<file path="config.mk">
export PLATFORM = sky130hd
export DESIGN_NAME = sd_spi_responder
export DESIGN_NICKNAME = d
export VERILOG_FILES = /design/src/rtl/sd_spi_responder.sv
export SDC_FILE = /design/constraint.sdc
export NUM_CORES = 1
export LEC_CHECK = 0
export BUFFER_PORTS_ARGS = -buffer_cell sky130_fd_sc_hd__buf_2
export CAP_MARGIN = 40
export CORE_MARGIN = 2
export CORE_UTILIZATION = 55
export CTS_CLUSTER_SIZE = 20
export DETAILED_ROUTE_END_ITERATION = 10
export GPL_TIMING_DRIVEN = 0
export HOLD_SLACK_MARGIN = 0.02
export PLACE_DENSITY = 0.74
export SLEW_MARGIN = 10
export SYNTH_ARGS = -nofsm -noshare
export SYNTH_HDL_FRONTEND = slang
export SYNTH_SLANG_ARGS = --single-unit
</file>
<file path="constraint.sdc">
create_clock -name clk -period 4 [get_ports clk]
set_input_delay 0.2 -clock clk [delete_from_list [all_inputs] [get_ports clk]]
set_output_delay 0.2 -clock clk [all_outputs]
set_load 0.01 [all_outputs]
</file>
<file path="src/rtl/sd_spi_responder.sv">
// SD card SPI-mode responder: decodes 48-bit command frames and answers CMD0/CMD1/CMD17 with R1 and a 512-byte block.
// Latency: R1 follows one 0xFF byte after the frame; block data follows NAC_BYTES fill bytes and a 0xFE token.
// Backpressure: none; the host paces every bit through sclk, and cs_n high aborts to HUNT at once.
module sd_spi_responder #(
    parameter int NAC_BYTES = 2,
    parameter int CMD1_BUSY = 2
) (
    input  logic        clk,
    input  logic        rst,
    input  logic        sclk,
    input  logic        cs_n,
    input  logic        mosi,
    output logic        miso,
    output logic        cmd_valid,
    output logic [5:0]  cmd_index,
    output logic [31:0] cmd_arg,
    output logic        card_ready,
    output logic [8:0]  mem_addr,
    input  logic [7:0]  mem_data
);

    typedef enum logic [2:0] {HUNT, CMD, NCR, R1, NAC, TOKEN, DATA, CRC} state_t;

    localparam logic [7:0] C1_LIM   = 8'(CMD1_BUSY);
    localparam logic [8:0] NAC_LAST = 9'(NAC_BYTES - 1);

    state_t      state, state_nxt;
    logic        sclk_q;
    logic        rise, fall;
    // Holds the previously received frame bits; bit j is frame bit j+1 when the last bit arrives.
    logic [44:0] rx_sr;
    logic [5:0]  rx_cnt;
    logic [2:0]  bit_cnt;
    logic [8:0]  byte_cnt;
    logic [7:0]  r1_val;
    logic [7:0]  c1_cnt;
    logic        go_data;
    logic [7:0]  tx_byte;
    logic        byte_done;
    logic        hunt_hit;
    logic        frame_done;

    assign rise       = sclk & ~sclk_q;
    assign fall       = ~sclk & sclk_q;
    assign byte_done  = rise && (bit_cnt == 3'd7);
    assign hunt_hit   = (rx_sr[0] == 1'b0) && mosi;
    assign frame_done = (state == CMD) && rise && (rx_cnt == 6'd47);

    // Registered copy of sclk for edge detection; follows sclk even in reset so no phantom edge appears on release.
    always_ff @(posedge clk) begin
        sclk_q <= sclk;
    end

    // State register.
    always_ff @(posedge clk) begin
        if (!rst) state <= HUNT;
        else      state <= state_nxt;
    end

    // Next-state: byte-granular sequencing of the response, cs_n high forces HUNT.
    always_comb begin
        state_nxt = state;
        if (cs_n) begin
            state_nxt = HUNT;
        end else begin
            case (state)
                HUNT:  if (rise && hunt_hit) state_nxt = CMD;
                CMD:   if (frame_done) state_nxt = NCR;
                NCR:   if (byte_done) state_nxt = R1;
                R1:    if (byte_done) state_nxt = go_data ? ((NAC_BYTES > 0) ? NAC : TOKEN) : HUNT;
                NAC:   if (byte_done && byte_cnt == NAC_LAST) state_nxt = TOKEN;
                TOKEN: if (byte_done) state_nxt = DATA;
                DATA:  if (byte_done && byte_cnt == 9'd511) state_nxt = CRC;
                CRC:   if (byte_done && byte_cnt == 9'd1) state_nxt = HUNT;
                default: state_nxt = HUNT;
            endcase
        end
    end

    // Output: byte currently being shifted out in each transmit state.
    always_comb begin
        tx_byte = 8'hFF;
        case (state)
            R1:      tx_byte = r1_val;
            TOKEN:   tx_byte = 8'hFE;
            DATA:    tx_byte = mem_data;
            default: tx_byte = 8'hFF;
        endcase
    end

    // Datapath: frame capture, R1 decision, bit/byte counting, block address and miso shifting.
    always_ff @(posedge clk) begin
        if (!rst) begin
            miso       <= 1'b1;
            cmd_valid  <= 1'b0;
            cmd_index  <= 6'd0;
            cmd_arg    <= 32'd0;
            card_ready <= 1'b0;
            mem_addr   <= 9'd0;
            c1_cnt     <= 8'd0;
            rx_sr      <= '1;
            rx_cnt     <= 6'd0;
            bit_cnt    <= 3'd0;
            byte_cnt   <= 9'd0;
            r1_val     <= 8'h00;
            go_data    <= 1'b0;
        end else if (cs_n) begin
            miso      <= 1'b1;
            cmd_valid <= 1'b0;
            rx_sr     <= '1;
            rx_cnt    <= 6'd0;
            bit_cnt   <= 3'd0;
            byte_cnt  <= 9'd0;
        end else begin
            cmd_valid <= 1'b0;
            if (state == HUNT || state == CMD) begin
                bit_cnt  <= 3'd0;
                byte_cnt <= 9'd0;
            end
            if (rise) begin
                case (state)
                    HUNT: begin
                        rx_sr <= {rx_sr[43:0], mosi};
                        if (hunt_hit) rx_cnt <= 6'd2;
                    end
                    CMD: begin
                        if (rx_cnt == 6'd47) begin
                            // Last bit (stop bit) of the frame: the CRC byte is simply discarded.
                            cmd_valid <= 1'b1;
                            cmd_index <= rx_sr[44:39];
                            cmd_arg   <= rx_sr[38:7];
                            rx_sr     <= '1;
                            rx_cnt    <= 6'd0;
                            go_data   <= 1'b0;
                            case (rx_sr[44:39])
                                6'd0: begin
                                    r1_val     <= 8'h01;
                                    card_ready <= 1'b0;
                                    c1_cnt     <= 8'd0;
                                end
                                6'd1: begin
                                    if (c1_cnt < C1_LIM) begin
                                        r1_val <= 8'h01;
                                        c1_cnt <= c1_cnt + 8'd1;
                                    end else begin
                                        r1_val     <= 8'h00;
                                        card_ready <= 1'b1;
                                    end
                                end
                                6'd17: begin
                                    r1_val  <= card_ready ? 8'h00 : 8'h05;
                                    go_data <= card_ready;
                                end
                                default: r1_val <= {7'b0000010, ~card_ready};
                            endcase
                        end else begin
                            rx_sr  <= {rx_sr[43:0], mosi};
                            rx_cnt <= rx_cnt + 6'd1;
                        end
                    end
                    default: begin
                        bit_cnt <= bit_cnt + 3'd1;
                        if (byte_done) begin
                            byte_cnt <= (state_nxt != state) ? 9'd0 : byte_cnt + 9'd1;
                            // Address moves on the byte boundary so the read settles before the next falling edge.
                            if (state_nxt == TOKEN)  mem_addr <= 9'd0;
                            else if (state == DATA)  mem_addr <= mem_addr + 9'd1;
                        end
                    end
                endcase
            end
            if (fall) miso <= (state == HUNT || state == CMD) ? 1'b1 : tx_byte[~bit_cnt];
        end
    end

endmodule

</file>
==> reports/results.ini, run 1 <==
[outcome]
status=completed

[sta]
period_share=0.736
setup_violations=0
setup_slack_ps=1060
fin_setup_tns_ps=0
finClkSkew_ps=7.66
period_minus_slack_ps=2940
tightest_slew_ps=875
slew_violations=0
clock.fmax_ghz=0.340
finalHoldViolCount=0
slew-limit-headroom=0.411
rsz0062_at_grt=false

[power_and_ir_drop]
total_power_mw=2.77
p_switching_mw=0.623
comb_power_share=0.021
irDropWorstVdd_mv=0.328
swShare=0.225
seq_power_share=0.460
clock_power_share=0.518
p_int_mw=2.15
p_per_area_mw_per_mm2=452
leakagePower_nw=2.34

[critical_path]
endpoint_kind=flip-flop
cp.arrival_ps=3410
required_ps=4460
start_kind=flip-flop
critical_path_class=reg -> reg
cp_max_fo=10

[route]
wl_per_cell_um=14.4
drt_wl_total_um=11800
initialDrtViolationCount=199
ant_nets=0
num_vias=4709
drc=0
via_per_inst=5.74
first_pass_iters=5

[floorplan]
core-area_mm2=0.00915
rows=35
ios=63
die_area_mm2=0.0101
start_util=0.559
chipHeight_um=100
die_x_um=100

[worst_hold_path]
worstHoldPathType=in -> reg

[synth]
yosys.cell_types.count=52
synth_edf_count=0
synth_seq_area_share=0.501
ys.warnings.count=0
synth_cells=615
ys.flop_type=dfxtp_1
syn-num-nets=636
ys_ff_latch=128
syn_area_mm2=0.00512
avgSynthCellArea_um2=8.32
synth-async-reset-ratio=0

[final_layout]
fin_nets=718
layout-drive-gt1-share=0.142
syn_to_final_growth_pct=19.9
fill_cells=795
diodes=0
stdcell_count=820

[job]
drv_cap=0

[placement]
dp_hpwl_um=8300
dpl_worst_slack_ps=1110
io_buffers=61
placed_cells=787
gp_congestion=0.871

[clocking]
cts_tree=built
clk_pin_slew_ps=60
insertion_delay_ps=520
cts_max_level=4
cts.sinks=128
post_cts_buffers=0
cts_made_buffers=17
cts-root-buf=clkbuf_8
clockBufferDepth=2

[global_routing]
grt_max_degree=17
grt_pass1_vias=4396
track_usage=0.249
grt_first_pass_wirelength_um=19800
overflow=0
antenna_found_initial=0

-- cells in the final DEF, fill, tap and decap left out, types with 3 or more instances in the layout --
cell	instances
a21o_1	6
a21oi_1	58
a31oi_1	4
and3_1	13
and3b_1	3
buf_2	63
clkbuf_1	40
clkbuf_16	16
clkbuf_8	3
clkinvlp_4	3
dfxtp_1	128
ha_1	8
inv_1	5
inv_6	3
nand2_1	147
nand2b_1	3
nand3_1	13
nand4_1	7
nor2_1	39
nor2b_1	6
nor3_1	5
nor3b_1	6
nor4_1	4
o21ai_0	20
o22ai_1	48
o31ai_1	3
or3_1	6
or4_1	3
xnor2_1	3
xor2_1	4
-- through the flow --
| step | hold WS, ps | instance area [µm²] | utilization |
|---|---|---|---|
| 6_report | 85.7 | 6130 | 0.670 |
| 5_1_grt | 101 | 6130 | 0.670 |
| 4_1_cts | 60.4 | 6130 | 0.670 |
| 3_5_place_dp | 381 | 5560 | 0.608 |
| 3_3_place_gp | 371 | 5560 | 0.608 |
| 2_1_floorplan | 228 | 5120 | - |
-- worst paths after layout --
check | startpoint | to | slack [ps] | cells after the start
max | byte_cnt[0] | byte_cnt[7] | 1060 | 13
min | rst | mem_addr[0] | 90 | 3
max reg2reg | byte_cnt[0] | byte_cnt[7] | 1060 | 13
min reg2reg | cmd_arg[5] | cmd_arg[5] | 450 | 2
-- critical path, stage by stage (launching register included) --
cell and delay, ps:
dfxtp_1 350, ha_1 230, and3_1 200, and3_1 200, and3_1 190, ha_1 180
nand2_1 90, nor3_1 50, o311a_1 360, nor3_1 280, nand3_1 170, clkbuf_1 240
o21ai_0 220, a21o_1 130
-- what timing repair did --
item                                   CTS  global route
endpoints found under the hold margin    2             0
gates resized for setup                  0             0
hold buffers                             2             0
-- power by group through the flow --
stage	clock [mW]	sequential (mW)	combinational (mW)
finish	1.44	1.28	0.0594
global route	1.51	1.28	0.0662
CTS	1.46	1.28	0.0593
detailed placement	0	1.30	0.0575
global placement	0	1.30	0.0557
floorplan	0	1.30	0.0367
-- cells in the mapped netlist (5+ instances only) --
| cell type | n | share of area |
|---|---|---|
| nand2_1 | 147 | 0.11 |
| inv_1 | 5 | 0.0037 |
| a21o_1 | 6 | 0.0088 |
| dfxtp_1 | 128 | 0.50 |
| o22ai_1 | 48 | 0.059 |
| a21oi_1 | 58 | 0.057 |
| nand4_1 | 7 | 0.0086 |
| ha_1 | 8 | 0.020 |
| clkbuf_1 | 39 | 0.029 |
| nor2b_1 | 6 | 0.0073 |
| nor3b_1 | 6 | 0.0088 |
| nand3_1 | 13 | 0.013 |
| or3_1 | 6 | 0.0073 |
| nor3_1 | 5 | 0.0049 |
| and3_1 | 13 | 0.016 |
| nor2_1 | 39 | 0.029 |
| o21ai_0 | 20 | 0.020 |
-- layer usage --
layer,GRT usage,part of all wire
met1,0.308,0.44
met2,0.407,0.49
met3,0.0617,0.046
met4,0.120,0.025
met5,0,0
-- flip-flops by register name (all words and copies together), names as in the netlist --
name	flops
bit_cnt	3
byte_cnt	9
c1_cnt	8
card_ready	1
cmd_arg	32
cmd_index	6
cmd_valid	1
go_data	1
mem_addr	9
miso	1
r1_val	2
rx_cnt	6
rx_sr	45
sclk_q	1
state	3
-- cell families (layout without fill, tap and decap cells) --
family | Yosys count | in the layout | synth area share
DFF | 128 | 128 | 0.501
and+or+nand+nor | 263 | 263 | 0.233
muxes | 3 | 3 | 0.00831
AOI/OAI and AO/OA | 159 | 159 | 0.191
adders and majority gates | 8 | 8 | 0.0196
xor gates and xnor gates | 7 | 7 | 0.0120
buffers and inverters | 47 | 141 | 0.0350
-- layout make-up --
type | count | area, µm² | area share
flip-flops and latches | 128 | 2560 | 0.418
well taps | 111 | 139 | 0.0226
clock inverters | 11 | 106 | 0.0173
clock buffers | 20 | 445 | 0.0726
repair buffers | 63 | 325 | 0.0530
multi-input cells | 440 | 2380 | 0.387
plain buffers | 41 | 156 | 0.0255
inverters | 6 | 22.5 | 0.00367
(Power assumes the default switching activity.)
==> inputs of run 2 (changes only) <==
==> constraint.sdc (replaced) <==
create_clock -name clk -period 2.71 [get_ports clk]
set_input_delay 0.1355 -clock clk [delete_from_list [all_inputs] [get_ports clk]]
set_output_delay 0.1355 -clock clk [all_outputs]
set_load 0.01 [all_outputs]
==> reports/results.ini, run 2 (same netlist as run 1, synthesis figures left out) <==
[final_layout]
final_common_cell=nand2_1  ; unchanged
final_cell_mix=nand2_1, dfxtp_1, buf_2  ; unchanged
layout-drive-gt1-share=0.198  ; was 0.142
postLayoutCoreUtil=0.707  ; was 0.670
largest_register_ffs=45  ; unchanged
regMostFlops=rx_sr  ; unchanged
fin_nets=732  ; was 718
syn_to_final_growth_pct=26.5  ; was 19.9%
reg_top3=rx_sr (45), cmd_arg (32)  ; unchanged
fill_cells=746  ; was 795
diodes=0  ; unchanged

[route]
first_pass_iters=5  ; unchanged
initialDrtViolationCount=178  ; was 199
ant_nets=0  ; unchanged
drc=0  ; unchanged
drt_wl_total_um=12600  ; was 11,800 µm
wl_per_cell_um=15.1  ; was 14.4 µm
via_per_inst=5.80  ; was 5.74
num_vias=4838  ; was 4,709

[clocking]
clk_pin_slew_ps=60  ; about the same
insertion_delay_ps=520  ; about the same
cts-root-buf=clkbuf_8  ; unchanged
cts_made_buffers=17  ; unchanged
clockBufferDepth=2  ; unchanged
cts_tree=built  ; unchanged
cts.sinks=128  ; unchanged
cts_max_level=4  ; unchanged

[critical_path]
cp_max_fo=7  ; was 10
start_kind=flip-flop  ; unchanged
critical_path_class=reg -> reg  ; unchanged
required_ps=3160  ; was 4460 ps
cp_cell_sequence=ha_4 -> and3_4 -> and3_4 -> and3_4 -> ha_4 -> nand2_2 -> a221oi_2 -> a311oi_1 -> nand2_1 -> a41oi_4 -> buf_6 -> buf_6 -> o21ai_0 -> a21oi_1  ; was ha_1 -> and3_1 -> and3_1 -> and3_1 -> ha_1 -> nand2_1 -> nor3_1 -> o311a_1 -> nor3_1 -> nand3_1 -> clkbuf_1 -> o21ai_0 -> a21o_1
critical_path.max_stage_delay_ps=360  ; about the same
cp_common_cell=and3_4  ; was and3_1
slowest_stage=a41oi_4  ; was o311a_1
cp.arrival_ps=3190  ; was 3410 ps
endpoint_kind=flip-flop  ; unchanged

[floorplan]
chipHeight_um=100  ; unchanged
rows=35  ; unchanged
die_x_um=100  ; unchanged
start_util=0.559  ; unchanged
die_area_mm2=0.0101  ; unchanged
core-area_mm2=0.00915  ; unchanged
ios=63  ; unchanged

[sta]
slew-limit-headroom=0.405  ; was 0.411
clock.fmax_ghz=0.364  ; was 0.340 GHz
tightest_slew_ps=885  ; was 875 ps
finClkSkew_ps=7.23  ; was 7.66 ps
fin_setup_tns_ps=-37.0  ; was 0 ps
period_minus_slack_ps=2750  ; was 2940 ps
rsz0062_at_grt=true  ; was false
slew_violations=0  ; unchanged
setup_violations=1  ; was 0
finalHoldViolCount=0  ; unchanged
setup_slack_ps=-37.0  ; was 1060 ps
period_share=1.01  ; was 0.736

[power_and_ir_drop]
leakagePower_nw=2.44  ; was 2.34 nW
irDropWorstVdd_mv=0.484  ; was 0.328 mV
p_per_area_mw_per_mm2=634  ; was 452 mW/mm²

[global_routing]
grt_first_pass_wirelength_um=20300  ; was 19,800 µm
grt_pass1_vias=4478  ; was 4,396
grt_max_degree=17  ; unchanged
antenna_found_initial=0  ; unchanged
track_usage=0.254  ; was 0.249
overflow=0  ; unchanged

[placement]
gp_congestion=0.871  ; unchanged
dp_hpwl_um=8300  ; unchanged
io_buffers=61  ; unchanged

[outcome]
status=complete, but fails checks  ; was completed
violations=negative setup slack

[job]
drv_cap=0  ; unchanged

[worst_hold_path]
worstHoldPathType=in -> reg  ; unchanged

## run 2: cell count changes in the layout (fill, tap and decap cells not counted), sizes merged
cell,previous run,this run
buf,63,77
dlygate4sd3,2,4
clkbuf,59,57
## run 2: final timing paths
kind	cells after the start	to	start	slack, ps
worst max-delay path	14	mem_addr[2]	byte_cnt[1]	-40
worst min-delay path	7	miso	mem_data[3]	310
worst max register to register	14	mem_addr[2]	byte_cnt[1]	-40
worst min register to register	2	cmd_arg[5]	cmd_arg[5]	450
## run 2: cell type report
| class | instances | area, µm² | area share |
|---|---|---|---|
| Sequential cell | 128 | 2570 | 0.397 |
| Multi-Input combinational cell | 440 | 2560 | 0.395 |
| Timing Repair Buffer | 77 | 450 | 0.0696 |
| Clock buffer | 20 | 445 | 0.0688 |
| Buffer | 41 | 181 | 0.0280 |
| Tap cell | 111 | 139 | 0.0215 |
| Clock inverter | 11 | 106 | 0.0164 |
| Inverter | 6 | 22.5 | 0.00348 |
## run 2: critical path, delay by kind of cell (launching register included)
kind	cells	cell delay, ps
flops	1	350
simple gates	5	790
compound gates	5	900
buf+inv	2	310
fa+ha+maj	2	310
## run 2: layer usage
metal  share of wire  routed length [µm]  global-route usage
met2            0.51                6350               0.419
met3           0.045                 563              0.0596
met4           0.023                 289               0.123
met1            0.43                5350               0.314
met5               0                   0                   0
## run 2: what timing repair did
action,4_1_cts,5_1_grt
setup endpoints to repair,15,72
hold buffers,4,0
pin swaps,3,23
endpoints found under the hold margin,8,0
cloned,0,1
resized for setup,14,47
buffers inserted,4,7
## run 2: report_power, final
group / internal [mW] / switching, mW / total (mW) / leakage, nW
Clock: 1.27 / 0.860 / 2.13 / 0.264
Sequential: 1.88 / 0.00105 / 1.88 / 1.03
Combinational: 0.0256 / 0.0666 / 0.0922 / 1.14
Total: 3.17 / 0.928 / 4.10 / 2.44
## run 2: stage by stage
step | setup WS, ps | hold slack (ps) | std cells | cell area, µm² | power (mW)
2_1_floorplan | 138 | 163 | 615 | 5120 | 1.98
3_3_place_gp | -109 | 306 | 787 | 5560 | 2.01
3_5_place_dp | -180 | 316 | 787 | 5560 | 2.01
4_1_cts | 5.74 | 302 | 826 | 6240 | 4.13
5_1_grt | -155 | 353 | 834 | 6470 | 4.22
6_report | -37.0 | 311 | 834 | 6470 | 4.10
